$ cat src/rtl/tetromino_bag_queue.sv
//------------------------------------------------------------------------------
// Module      : tetromino_bag_queue
// Description : 7-bag tetromino randomizer feeding an in-order spawn/preview
//               queue. One draw decision per cycle with a bounded-retry
//               fallback to the lowest remaining piece.
// Revision    : 1.0 - initial release
//------------------------------------------------------------------------------
`default_nettype none

module tetromino_bag_queue #(
    parameter int width_p     = 32,
    parameter int depth_p     = 4,
    parameter int max_tries_p = 4
) (
    input  logic                           clk_i,
    input  logic                           reset_n_i,
    input  logic [width_p-1:0]             random_i,
    input  logic                           yumi_i,
    output logic                           valid_o,
    output logic [2:0]                     piece_o,
    output logic [3*depth_p-1:0]           queue_o,
    output logic [$clog2(depth_p+1)-1:0]   count_o,
    output logic [6:0]                     bag_o
);

    localparam int c_cnt_w = $clog2(depth_p + 1);
    localparam int c_try_w = (max_tries_p > 1) ? $clog2(max_tries_p) : 1;

    logic [2:0]         r_slot [depth_p];
    logic [c_cnt_w-1:0] r_count;
    logic [6:0]         r_bag;
    logic [c_try_w-1:0] r_try;

    logic [2:0]         w_cand;
    logic [7:0]         w_bag_ext;
    logic               w_pop;
    logic               w_active;
    logic               w_accept;
    logic               w_fallback;
    logic               w_draw;
    logic [2:0]         w_lowest;
    logic [2:0]         w_id;
    logic [6:0]         w_bag_clr;
    logic [6:0]         w_bag_next;
    logic [c_try_w-1:0] w_try_next;
    logic [c_cnt_w-1:0] w_count_next;
    logic [c_cnt_w-1:0] w_push_idx;
    logic [2:0]         w_shifted   [depth_p];
    logic [2:0]         w_slot_next [depth_p];

    // Only the low three bits of the random word are consumed.
    generate
        if (width_p > 3) begin : g_unused
            logic w_unused_bits;
            assign w_unused_bits = ^random_i[width_p-1:3];
        end
    endgenerate

    always_comb begin
        w_cand     = random_i[2:0];
        w_bag_ext  = {1'b0, r_bag};
        w_pop      = yumi_i && (r_count != '0);
        w_active   = (r_count < c_cnt_w'(depth_p)) || yumi_i;
        w_accept   = w_bag_ext[w_cand];
        w_fallback = !w_accept && (r_try == c_try_w'(max_tries_p - 1));
        w_draw     = w_active && (w_accept || w_fallback);

        w_lowest = 3'd0;
        for (int n = 6; n >= 0; n--) begin
            if (r_bag[n]) begin
                w_lowest = 3'(n);
            end
        end

        w_id      = w_accept ? w_cand : w_lowest;
        w_bag_clr = r_bag & ~(7'd1 << w_id);
        // An emptied bag reloads on the same edge so no cycle sees it empty.
        if (w_draw) begin
            w_bag_next = (w_bag_clr == 7'd0) ? 7'h7F : w_bag_clr;
        end else begin
            w_bag_next = r_bag;
        end

        if (!w_active) begin
            w_try_next = r_try;
        end else if (w_draw) begin
            w_try_next = '0;
        end else begin
            w_try_next = r_try + c_try_w'(1);
        end

        w_count_next = r_count;
        if (w_pop && !w_draw) begin
            w_count_next = r_count - c_cnt_w'(1);
        end else if (w_draw && !w_pop) begin
            w_count_next = r_count + c_cnt_w'(1);
        end

        w_push_idx = w_pop ? (r_count - c_cnt_w'(1)) : r_count;

        for (int k = 0; k < depth_p - 1; k++) begin
            w_shifted[k] = r_slot[k+1];
        end
        w_shifted[depth_p-1] = r_slot[depth_p-1];

        for (int k = 0; k < depth_p; k++) begin
            w_slot_next[k] = w_pop ? w_shifted[k] : r_slot[k];
            if (w_draw && (w_push_idx == c_cnt_w'(k))) begin
                w_slot_next[k] = w_id;
            end
        end
    end

    always_ff @(posedge clk_i or negedge reset_n_i) begin
        if (!reset_n_i) begin
            r_count <= '0;
            r_bag   <= 7'h7F;
            r_try   <= '0;
            for (int k = 0; k < depth_p; k++) begin
                r_slot[k] <= 3'd0;
            end
        end else begin
            r_count <= w_count_next;
            r_bag   <= w_bag_next;
            r_try   <= w_try_next;
            for (int k = 0; k < depth_p; k++) begin
                r_slot[k] <= w_slot_next[k];
            end
        end
    end

    generate
        for (genvar k = 0; k < depth_p; k++) begin : g_slot
            assign queue_o[3*k +: 3] = r_slot[k];
        end
    endgenerate

    assign valid_o = (r_count != '0);
    assign piece_o = r_slot[0];
    assign count_o = r_count;
    assign bag_o   = r_bag;

endmodule

`default_nettype wire

$ cat config.mk
export PLATFORM = sky130hd
export DESIGN_NAME = tetromino_bag_queue
export DESIGN_NICKNAME = d
export VERILOG_FILES = /design/src/rtl/tetromino_bag_queue.sv
export SDC_FILE = /design/constraint.sdc
export NUM_CORES = 1
export LEC_CHECK = 0
export ABC_AREA = 0
export BUFFER_PORTS_ARGS = -buffer_cell sky130_fd_sc_hd__buf_2
export CELL_PAD_IN_SITES_DETAIL_PLACEMENT = 1
export CELL_PAD_IN_SITES_GLOBAL_PLACEMENT = 2
export CORE_MARGIN = 2
export CORE_UTILIZATION = 30
export CTS_BUF_LIST = sky130_fd_sc_hd__clkbuf_4
export CTS_CLUSTER_SIZE = 14
export DETAILED_ROUTE_END_ITERATION = 6
export GPL_TIMING_DRIVEN = 0
export HOLD_SLACK_MARGIN = 0.03
export PLACE_DENSITY_LB_ADDON = 0.15
export SYNTH_ARGS = -nofsm -noshare
export SYNTH_HDL_FRONTEND = slang
export SYNTH_SLANG_ARGS = --single-unit
$ cat constraint.sdc
create_clock -name clk_i -period 4.3 [get_ports clk_i]
set_input_delay 0.215 -clock clk_i [delete_from_list [all_inputs] [get_ports clk_i]]
set_output_delay 0.215 -clock clk_i [all_outputs]
set_load 0.1 [all_outputs]
Word-level counts from Yosys, hierarchy flattened
Index checks and enable logic that the tools add are counted.
{"block": "totals", "input_bits": 35, "out_inout_bits": 26, "reg_bits": 24}
{"block": "classes", "mux": 21, "n_eq_ne": 4, "n_lt_le_gt_ge": 2, "n_shift": 1, "bitwise_logic": 2, "addsub": 3, "n_reduce_logical": 21}
{"operator": "$mux 3", "count": 17}
{"operator": "$logic_and 1x1->1", "count": 9}
{"operator": "$reduce_bool 2->1", "count": 4}
{"operator": "$and 7x7->7", "count": 1}
{"operator": "$logic_not 7->1", "count": 1}
{"operator": "$mux 7", "count": 1}
{"operator": "$not 7->7", "count": 1}
{"operator": "$shl 1x3->7 const A", "count": 1}
{"operator": "$eq 3x2->1 const B", "count": 2}
{"operator": "$lt 3x4->1 const B", "count": 1}
{"operator": "$add 3x1->3 const B", "count": 1}
{"operator": "$bmux 1 s3", "count": 1}
{"operator": "$eq 3x1->1 const B", "count": 1}
{"operator": "$logic_not 1->1", "count": 3}
{"operator": "$logic_not 3->1", "count": 1}
{"operator": "$lt 3x3->1 const B", "count": 1}
{"operator": "$reduce_bool 3->1", "count": 1}
{"operator": "$sub 3x1->3 const B", "count": 1}
{"operator": "$add 2x1->2 const B", "count": 1}
{"operator": "$eq 2x2->1 const B", "count": 1}
{"operator": "$logic_or 1x1->1", "count": 2}
{"operator": "$mux 2", "count": 1}
{"operator": "$mux 1", "count": 1}

Longest topological paths before layout
{"block": "depth", "word_depth": 13, "ltp_mapped": 10, "ltp_nobuf": 10}

Worst setup path before layout
Ideal clock, no wire load.
{"block": "synth_timing", "path_kind": "flip-flop to flip-flop", "start": "reg r_count[0] (netlist: count_o[0])", "end": "reg r_count[2] (netlist: count_o[2])", "synth_period_minus_slack_ns": 3.594, "n_path_buf": 1, "arrival_time_ns": 3.430, "slack_ns": 0.706, "stages_incl_launch_ff": 11, "path_cell_list": "dfrtp_1 > inv_1 > ha_1 > nand2b_1 > nand2_1 > inv_1 > clkbuf_1 > ha_1 > mux2i_1 > nor2_1 > xor2_1"}
{"block": "synth_between", "elab_cells_between_ends": 14, "cone_classes": "add/sub: 2; order compare: 1; mux: 2; reduce/logical: 9"}
{"item": "start: declaration", "line_no": "30", "rtl": "logic [c_cnt_w-1:0] r_count;"}
{"item": "start signal: assignment", "line_no": "123", "rtl": "r_count <= w_count_next;"}
{"item": "$reduce_bool 3->1 *"}
{"item": "named net valid_o", "line_no": "19", "rtl": "output logic valid_o,"}
{"item": "$logic_and 1x1->1 *", "line_no": "62", "rtl": "w_pop = yumi_i && (r_count != '0);"}
{"item": "$logic_not 1->1", "line_no": "95", "rtl": "end else if (w_draw && !w_pop) begin"}
{"item": "$logic_and 1x1->1", "line_no": "95"}
{"item": "$reduce_bool 2->1 (no line)"}
Mark *: on every way through the listed nets, which the timed path passes. The rest lies on a longest branch. The select of a mux whose other input is x is not followed.
A chain may end at the register's enable or synchronous reset.

Final worst setup path
{"block": "layout_timing", "start": "reg r_bag[1] (netlist: bag_o[1])", "end": "reg r_count[2] (netlist: count_o[2])"}
{"block": "layout_between", "elab_chain_len": 9, "elab_cells_between_ends": 11, "cone_classes": "mux: 3; reduce/logical: 8"}
{"item": "start: declaration", "line_no": "31", "rtl": "logic [6:0] r_bag;"}
{"item": "start signal: assignment", "line_no": "124", "rtl": "r_bag <= w_bag_next;"}
{"item": "$bmux 1 s3 *", "line_no": "64", "rtl": "w_accept = w_bag_ext[w_cand];"}
{"item": "$mux 1 (not written as such) *", "line_no": "64"}
{"item": "$logic_not 1->1", "line_no": "65", "rtl": "w_fallback = !w_accept && (r_try == c_try_w'(max_tries_p - 1));"}
{"item": "$logic_and 1x1->1", "line_no": "65"}
{"item": "$logic_or 1x1->1 *", "line_no": "66", "rtl": "w_draw = w_active && (w_accept || w_fallback);"}
{"item": "$logic_and 1x1->1 *", "line_no": "66"}
{"item": "$logic_not 1->1", "line_no": "93", "rtl": "if (w_pop && !w_draw) begin"}
{"item": "$logic_and 1x1->1", "line_no": "93"}
{"item": "$mux 3 / $reduce_bool 2->1 (equally long branches)"}
Every way passes the cells marked *; elsewhere a longest branch is shown, timed or not. The select of a mux whose other input is x is not followed.

==> results.md <==
* Max Slew Vio Count at 0
* Post-synth EDFFs at 0
* Via/cell ratio at 5.072
* CP Launch Type: register
* Total Wirelength at 4.501 mm
* Pin slew with the least headroom to its limit at 550.7 ps
* Antenna cells at 0
* Row Count at 26
* Yosys warning count at 0
* DRC at 0
* RSZ-0062 raised after global routing: false
* M1 WL at 1.991 mm
* Syn Std Cell Area at 1575 um^2
* Endpoint type of the worst setup path: register
* Setup TNS at 0 ps
* Worst EP required at about 4600 ps
* Crit path max fanout at 9
* Share of layout cells above drive strength 1 at 24.77%
* Detailed Route Iter0 Violations at 41
* First-pass GRT wire length at 7.872 mm
* MaxCap Viol Count at 0
* Seq/Total Area, Yosys at 38.68%
* Metal2 WL at ~2.3 mm
* Critical path class: register to register
* Die area at between 5000 and 6000 um^2
* Initial Utilization at between 30 and 40%
* Nets@finish at 263
* Clk slew on worst S/H paths at 150 ps
* Outcome: completed
* Vias at around 1500
* Number of gates resized after CTS at 0
* Hold WC Path Type: input pin to register
* Wire per inst at approximately 15 um
* Setup-failing EPs final at 0
* Die X at 76.46 um
* I/O Buffers at 30
* Placer Congestion at 0.8468
* Post-Syn Instances at 187
* Initial DRT Pass Iterations at 4
* Ys flop type: dfrtp_1
* Ys async rst share at 100.0%
* Filler cells at 644
* Post-synthesis net count at 227
* Final hold violations at 0
* Met3 wire len at 156 um
* Initial antenna violation count at 0
* Core ar. at between 5000 and 6000 um^2
* H-tree levels at 1
* Synth Area per Inst at 8.424 um^2
* Final Skew at 5.183 ps
* TritonCTS clock tree: yes
* Fin crit period at 2539 ps
* Remaining Overflow, GRT at 0
* Max Clock Freq at 0.3938 GHz
* Post-DP HPWL at 3.501 mm
* Max_slew headroom at 63.28%
* CTS max path bufs at 2
* #FFs+latches synth at 24
* Post-route ant nets at 0
* Via count of the first global-routing pass at 1621
* Most frequent cells in the layout: nand2_1, buf_2, o21ai_0
* Die Y-Extent at 76.46 um
* Number of distinct library cells after synthesis at 44
* Commonest non-fill, non-tap cell in the layout: nand2_1
* Max layer used: met4
* Root Buffer: clkbuf_4
* CTS Sinks at 24
* Number of CTS-inserted buffers at 3
* IO Count at 61
* Critical path data arrival time at 2790 ps
* Synthesis-to-finish area growth at 19.06%
* Worst-Skew Late Latency at 320 ps
* Largest net degree at the start of global routing at 25
* All-layer global routing usage at 16.35%
* Fin crit share at between 50% and 60%
## final timing paths
path | start | end | slack (ps) | cells past startpoint
worst max-delay path | bag_o[1] | count_o[2] | 1760 | 8
worst min-delay path | yumi_i | r_try[0] | 250 | 4
worst max register to register | bag_o[1] | count_o[2] | 1760 | 8
worst min register to register | r_try[1] | r_try[1] | 510 | 2
max in group asynchronous | reset_n_i | bag_o[4] | 3520 | 2
min in group asynchronous | reset_n_i | piece_o[1] | 400 | 2
## cells by family (layout without fill, tap and decap cells)
family	count (synthesis)	count (layout)	synth area share (%)
muxes	6	6	5.401
adders and majority gates	5	5	3.971
xor gates and xnor gates	3	3	1.668
buffers and inverters	16	51	5.004
and+or+nand+nor	78	78	21.76
AOI/OAI and AO/OA	55	55	23.51
DFF	24	24	38.68
## metrics by stage
step	util, %	setup WS, ps	instances	hold slack (ps)	cell area (um^2)
3_3_place_gp	35.72	1846	287	228.8	1813
2_1_floorplan	-	705.8	187	-80.59	1575
3_5_place_dp	35.72	1786	287	236.6	1813
6_report	36.96	1761	292	245.8	1876
5_1_grt	36.96	1578	292	274.6	1876
4_1_cts	36.96	1734	292	250.2	1876
## final cells by class
class	instances	area, um^2	area share (%)
multi-input combinational	147	887.1	47.30
sequential	24	609.3	32.49
timing repair buffer	31	160.2	8.539
tap	70	87.58	4.670
buffer	6	41.29	2.201
inverter	10	37.54	2.001
clock inverter	1	30.03	1.601
clock buffer	3	22.52	1.201
## registers in the layout (all words and copies together), names as in the netlist
| register | count |
|---|---|
| queue_o | 9 |
| count_o | 3 |
| piece_o | 3 |
| r_try | 2 |
| bag_o | 7 |
## Yosys cell counts (4+ instances only)
| cell type | number | area share [%] |
|---|---|---|
| o22ai_1 | 4 | 1.6 |
| o21ai_0 | 20 | 6.4 |
| nor2_1 | 7 | 1.7 |
| nand2_1 | 54 | 13 |
| ha_1 | 5 | 4.0 |
| nand2b_1 | 4 | 1.6 |
| mux2i_1 | 4 | 2.5 |
| inv_1 | 10 | 2.4 |
| dfstp_2 | 7 | 12 |
| dfrtp_1 | 17 | 27 |
| o21ai_1 | 9 | 2.9 |
## routing by layer
| metal | vias up | global-route usage (%) |
|---|---|---|
| met5 | - | 0 |
| met4 | 0 | 3.818 |
| met3 | 4 | 2.370 |
| met2 | 31 | 30.00 |
| met1 | 722 | 20.10 |
| li1 | 724 | - |
## repair_timing
action / 4_1_cts / 5_1_grt
buffers inserted: 0 / 0
hold buffers: 1 / 0
setup endpoints to repair: 0 / 0
endpoints found under the hold margin: 17 / 0
## critical path, cell delays in order (launching register included)
cell and delay [ps]:
dfstp_2 660, mux2i_1 130, mux4_2 540, nor2b_4 170
nor2_2 220, inv_1 80, ha_1 350, nor2_1 170
xor2_1 150
Power is not shown: default switching activity piles up to over one toggle a cycle in this logic, so the estimate is an artifact.
